$ cat config.mk
export PLATFORM = sky130hd
export DESIGN_NAME = mem_bus_arbiter
export DESIGN_NICKNAME = d
export VERILOG_FILES = /design/src/rtl/mem_bus_arbiter.sv
export SDC_FILE = /design/constraint.sdc
export NUM_CORES = 1
export LEC_CHECK = 0
export ABC_AREA = 1
export ABC_CLOCK_PERIOD_IN_PS = 3200
export BUFFER_PORTS_ARGS = -buffer_cell sky130_fd_sc_hd__buf_4
export CAP_MARGIN = 20
export CORE_ASPECT_RATIO = 2
export CORE_MARGIN = 2
export CORE_UTILIZATION = 45
export CTS_CLUSTER_DIAMETER = 200
export DETAILED_ROUTE_END_ITERATION = 8
export GPL_TIMING_DRIVEN = 0
export HOLD_SLACK_MARGIN = 0.05
export PLACE_DENSITY = 0.8
export SYNTH_ARGS = -nofsm -noshare
export SYNTH_HDL_FRONTEND = slang
export SYNTH_SLANG_ARGS = --single-unit
$ cat constraint.sdc
create_clock -name clk -period 3.2 [get_ports clk]
set_clock_uncertainty 0.2 [all_clocks]
set_input_delay 0.16 -clock clk [delete_from_list [all_inputs] [get_ports clk]]
set_output_delay 0.16 -clock clk [all_outputs]
set_load 0.05 [all_outputs]
$ cat src/rtl/mem_bus_arbiter.sv
// Arbitrates one ack-handshaked RAM bus between the fetch and MEM-stage ports.
// Define ARB_RR_EN for round-robin grant on collisions (default: DATA over INST).
module mem_bus_arbiter #(
    parameter int unsigned ADDR_W = 32,
    parameter int unsigned DATA_W = 32
) (
    input  logic                clk,
    input  logic                rst,
    input  logic [5:0]          stall_i,
    input  logic                flush_i,
    input  logic                inst_ce_i,
    input  logic [ADDR_W-1:0]   inst_addr_i,
    output logic [DATA_W-1:0]   inst_o,
    output logic                stallreq_inst_o,
    input  logic                data_ce_i,
    input  logic                data_we_i,
    input  logic [DATA_W/8-1:0] data_sel_i,
    input  logic [ADDR_W-1:0]   data_addr_i,
    input  logic [DATA_W-1:0]   data_wdata_i,
    output logic [DATA_W-1:0]   data_rdata_o,
    output logic                stallreq_data_o,
    output logic                ram_ce_o,
    output logic                ram_we_o,
    output logic [DATA_W/8-1:0] ram_sel_o,
    output logic [ADDR_W-1:0]   ram_addr_o,
    output logic [DATA_W-1:0]   ram_data_o,
    input  logic [DATA_W-1:0]   ram_data_i,
    input  logic                ram_ack_i
);
    localparam int unsigned SelW = DATA_W / 8;

    localparam logic [1:0] StIdle = 2'd0;
    localparam logic [1:0] StData = 2'd1;
    localparam logic [1:0] StInst = 2'd2;

    logic [1:0]        state_q, state_d;
    logic              ram_ce_q, ram_ce_d;
    logic              ram_we_q, ram_we_d;
    logic [SelW-1:0]   ram_sel_q, ram_sel_d;
    logic [ADDR_W-1:0] ram_addr_q, ram_addr_d;
    logic [DATA_W-1:0] ram_wdata_q, ram_wdata_d;
    logic [DATA_W-1:0] inst_q, inst_d;
    logic [DATA_W-1:0] data_q, data_d;
    logic              inst_done_q, inst_done_d;
    logic              data_done_q, data_done_d;
    logic              inst_kill_q, inst_kill_d;

    logic data_pend, inst_pend, data_ack, inst_ack;
    logic data_take, inst_take, grant_data, grant_inst;

    logic unused_stall;
    assign unused_stall = ^{stall_i[5], stall_i[3:2], stall_i[0]};

    assign data_pend = data_ce_i & ~data_done_q;
    assign inst_pend = inst_ce_i & ~inst_done_q & ~flush_i;
    assign data_ack  = (state_q == StData) & ram_ack_i;
    assign inst_ack  = (state_q == StInst) & ram_ack_i;
    assign data_take = data_ack & data_ce_i;
    // A fetch flushed at any point of its transaction never delivers its word.
    assign inst_take = inst_ack & inst_ce_i & ~flush_i & ~inst_kill_q;

`ifdef ARB_RR_EN
    logic last_data_q, last_data_d;

    assign grant_data = (state_q == StIdle) & data_pend & (~inst_pend | ~last_data_q);

    always_comb begin
        last_data_d = last_data_q;
        if (grant_data) begin
            last_data_d = 1'b1;
        end else if (grant_inst) begin
            last_data_d = 1'b0;
        end
    end

    always_ff @(posedge clk) begin
        if (!rst) begin
            last_data_q <= 1'b0;
        end else begin
            last_data_q <= last_data_d;
        end
    end
`else
    assign grant_data = (state_q == StIdle) & data_pend;
`endif
    assign grant_inst = (state_q == StIdle) & inst_pend & ~grant_data;

    always_comb begin
        state_d     = state_q;
        ram_ce_d    = ram_ce_q;
        ram_we_d    = ram_we_q;
        ram_sel_d   = ram_sel_q;
        ram_addr_d  = ram_addr_q;
        ram_wdata_d = ram_wdata_q;
        case (state_q)
            StIdle: begin
                if (grant_data) begin
                    state_d     = StData;
                    ram_ce_d    = 1'b1;
                    ram_we_d    = data_we_i;
                    ram_sel_d   = data_sel_i;
                    ram_addr_d  = data_addr_i;
                    ram_wdata_d = data_wdata_i;
                end else if (grant_inst) begin
                    state_d    = StInst;
                    ram_ce_d   = 1'b1;
                    ram_we_d   = 1'b0;
                    ram_sel_d  = '1;
                    ram_addr_d = inst_addr_i;
                end
            end
            StData, StInst: begin
                if (ram_ack_i) begin
                    state_d  = StIdle;
                    ram_ce_d = 1'b0;
                end
            end
            default: begin
                state_d  = StIdle;
                ram_ce_d = 1'b0;
            end
        endcase
    end

    always_comb begin
        inst_kill_d = (state_q == StInst) & ~ram_ack_i & (inst_kill_q | flush_i);
        data_d      = (data_take & ~ram_we_q) ? ram_data_i : data_q;
        inst_d      = inst_take ? ram_data_i : inst_q;
        // Clearing wins so a word taken while the pipeline advances is not re-marked done.
        if (!stall_i[4] || !data_ce_i) begin
            data_done_d = 1'b0;
        end else begin
            data_done_d = data_done_q | data_take;
        end
        if (!stall_i[1] || !inst_ce_i || flush_i) begin
            inst_done_d = 1'b0;
        end else begin
            inst_done_d = inst_done_q | inst_take;
        end
    end

    always_ff @(posedge clk) begin
        if (!rst) begin
            state_q     <= StIdle;
            ram_ce_q    <= 1'b0;
            ram_we_q    <= 1'b0;
            ram_sel_q   <= '0;
            ram_addr_q  <= '0;
            ram_wdata_q <= '0;
            inst_q      <= '0;
            data_q      <= '0;
            inst_done_q <= 1'b0;
            data_done_q <= 1'b0;
            inst_kill_q <= 1'b0;
        end else begin
            state_q     <= state_d;
            ram_ce_q    <= ram_ce_d;
            ram_we_q    <= ram_we_d;
            ram_sel_q   <= ram_sel_d;
            ram_addr_q  <= ram_addr_d;
            ram_wdata_q <= ram_wdata_d;
            inst_q      <= inst_d;
            data_q      <= data_d;
            inst_done_q <= inst_done_d;
            data_done_q <= data_done_d;
            inst_kill_q <= inst_kill_d;
        end
    end

    assign stallreq_data_o = data_pend & ~data_ack;
    assign stallreq_inst_o = inst_pend & ~(inst_ack & ~inst_kill_q);
    assign data_rdata_o    = (data_take & ~ram_we_q) ? ram_data_i : data_q;
    assign inst_o          = inst_take ? ram_data_i : inst_q;

    assign ram_ce_o   = ram_ce_q;
    assign ram_we_o   = ram_we_q;
    assign ram_sel_o  = ram_sel_q;
    assign ram_addr_o = ram_addr_q;
    assign ram_data_o = ram_wdata_q;
endmodule

==> metrics.cfg <==
[yosys]
synth-edff-count = 0
synth.distinct_cells = 23
ys_warn_count = 0
async_flop_share = 0
synth_seq_area_share = 0.469
syn_inst = 828
synth_fp_nets = 976
yosys-top-cells-area = dfxtp_1 47%, nand2_1 17%, a21oi_1 6.0%
avgSynthCellArea_um2 = 7.17
netlist.area_leader.share = 0.469
syn_area_um2 = 5940
synth_ff_type = dfxtp_1
ys_seq_elements = 139
synth_top_area_cell = dfxtp_1

[placed_design]
dp_hpwl_mm = 14.3
place_area_um2 = 8200
routabilityCongestion = 0.882
place.port_buffers = 276

[route]
drt_wl_total_mm = 23.6
drtIter0Drc = 349
num_vias = 7355
wl_per_cell_um = 16.5
detail-route-antenna-nets = 0
viasPerCell = 5.14
drtPass1Iterations = 5
drc = 0

[power]
vdd_ir_drop_max_uv = 434
p_per_area_nw_per_um2 = 510
cellLeakagePower_nw = 5.31

[global_route]
overflow = 0
grt_max_degree = 17
antenna_found_initial = 0
grt_first_pass_wirelength_mm = 37.1
grt_pass1_vias = 7862
grt_use_total = 0.329

[cts]
clk_path_buf_depth = 2
clk_pin_slew_ns = 0.06
cts_tree = built
htree_levels = 4
cts_num_sinks = 139
clkLatencyLatePin_ns = 0.40
postCtsSetupBuffers = 0
root_buffer = clkbuf_16
cts-resized-gates = 0
numCtsBuffers = 17

[die]
initial_core_util = 0.460
dieHeight_um = 166
dieArea_um2 = 14200
pin_count = 281
die_w_um = 85.2
row_count = 59
core_um2 = 12900

[cells_and_area]
synthToLayoutAreaGrowth_pct = 71.9
n_antenna_cell = 0
drive_gt1_frac = 0.336
fin_area_um2 = 10200
nNetsFinal = 1414

[critical_path]
worst-setup-path-type = reg -> reg
reg2regPathDepth = 9
cpPeakStageDelay_ns = 0.57
arrival_ns = 2.85
cp_slowest_cell = dlygate4sd3_1
worstPathMaxFanout = 10
endpoint_kind = register
worst_setup_path_start_kind = register
reg2reg_to = ram_addr_o[7]$_SDFFE_PN0P_
path_cells = inv_1, ha_1, nand3_2, clkbuf_1, nand2_1, nand2_1, dlygate4sd3_1, nor2_1, nor2_1
worst_ep_required_time_ns = 3.33
reg2reg_slack_ns = 0.48
rr_startpoint = state_q[0]$_SDFFE_PN0P_

[run_status]
status = finished, final reports clean

[job]
drv_cap = 0

[min_path]
worstHoldEndpoint = inst_q[2]$_SDFF_PN0_
worstHoldPathCells = 7
worstHoldPathType = in -> reg
min_from = flush_i

[timing]
grt_setup_unrepaired = false
tns_ns = 0
finalSetupViolations = 0
drv_slew = 0
fmax_mhz = 368
worst_pin_slew_ns = 0.606
period_needed_ns = 2.72
max-slew-margin-rel = 0.596
hold_viol_final = 0
fin_crit_sh = 0.850

==> routing by layer <==
layer | vias to the layer above | GRT usage | share of wire
met1 | 3382 | 0.315 | 0.34
met5 | - | 0 | 0
li1 | 3433 | - | -
met3 | 128 | 0.0768 | 0.066
met2 | 412 | 0.600 | 0.53
met4 | 0 | 0.223 | 0.067
==> power by group <==
group / internal, W / switching, W / total, W
Combinational: 0.000521 / 0.000858 / 0.00138
Sequential: 0.00183 / 0.0000623 / 0.00190
Clock: 0.00115 / 0.000781 / 0.00193
Total: 0.00351 / 0.00170 / 0.00521
==> kinds of logic (layout without fill, tap and decap cells) <==
kind of cell               count (synthesis)  after routing  share of synthesized area
and+or+nand+nor                          418            418                      0.292
AOI/OAI and AO/OA                        139            139                      0.137
DFF                                      139            139                      0.469
buffers and inverters                    129            579                     0.0959
adders and majority gates                  3              3                    0.00632
==> layout by cell type (no fill, tap or decap) <==
cell	n
o21ai_2	32
nand2_2	27
buf_2	21
o21ai_1	2
inv_1	77
nor2_1	80
nand3_2	1
nor4_1	1
clkinvlp_4	3
bufinv_16	2
dfxtp_1	139
nor2_2	28
nand3_1	6
buf_4	279
clkinv_1	1
clkbuf_1	17
dlygate4sd3_1	143
clkbuf_2	2
clkinv_4	3
o21ai_0	34
inv_2	3
nand2_1	273
buf_6	6
nand4_1	1
clkbuf_16	17
ha_1	3
nor3_2	1
inv_6	3
clkinv_2	2
a21oi_1	71
==> area by class of cell <==
class	count	area [µm²]
Multi-Input combinational cell	560	2580
Clock buffer	18	429
Timing Repair Buffer	419	3500
Sequential cell	139	2780
Tap cell	152	190
Inverter	81	304
Fill cell	819	2710
Clock inverter	13	145
Buffer	48	265
==> through the flow <==
step	total power, W	instances	util	worst slack, ns	hold slack [ns]
after detailed placement	0.00306	1256	0.635	0.991	0.179
after CTS	0.00515	1430	0.790	0.527	0.181
after global routing	0.00537	1430	0.790	0.400	0.241
after global placement	0.00304	1256	0.635	1.01	0.173
final	0.00521	1430	0.790	0.480	0.198
after floorplan	0.00262	828	-	1.23	0.0382
==> cells in the mapped netlist, types with 6 or more instances <==
cell type    n
dfxtp_1    139
o21ai_2     32
buf_2       21
nand2_2     27
nor2_1      80
buf_6        6
clkbuf_1    16
a21oi_1     71
inv_1       77
nor2_2      28
nand3_1      6
o21ai_0     34
nand2_1    273
==> registers in the layout (all words and copies together), names as in the netlist <==
register     count
ram_ce_o         1
state_q          2
ram_sel_o        4
ram_we_o         1
data_done_q      1
inst_done_q      1
ram_data_o      32
inst_kill_q      1
ram_addr_o      32
data_q          32
inst_q          32
==> worst max path at each step <==
stage                             from                         end  slack, ns
6_report       state_q[0]$_SDFFE_PN0P_  ram_addr_o[7]$_SDFFE_PN0P_       0.48
5_1_grt        state_q[0]$_SDFFE_PN0P_  ram_addr_o[7]$_SDFFE_PN0P_       0.40
4_1_cts        state_q[1]$_SDFFE_PN0P_            data_rdata_o[30]       0.53
3_5_place_dp   state_q[1]$_SDFFE_PN0P_            data_rdata_o[24]       0.99
3_3_place_gp   state_q[1]$_SDFFE_PN0P_            data_rdata_o[24]       1.01
2_1_floorplan    ram_we_o$_SDFFE_PN0P_            data_rdata_o[21]       1.23
==> worst max-delay path: cells and delay by family, from the launching register on <==
family        cells  cell delay, ns
fa+ha+maj         1            0.27
buf+inv           3            1.08
flops             1            0.36
simple gates      5            0.72
==> repair_timing <==
action | 4_1_cts | 5_1_grt
setup endpoints to repair | 0 | 0
hold endpoints to repair | 139 | 0
hold buffers | 143 | 0
Note: power is estimated with default switching activity, not from simulation.
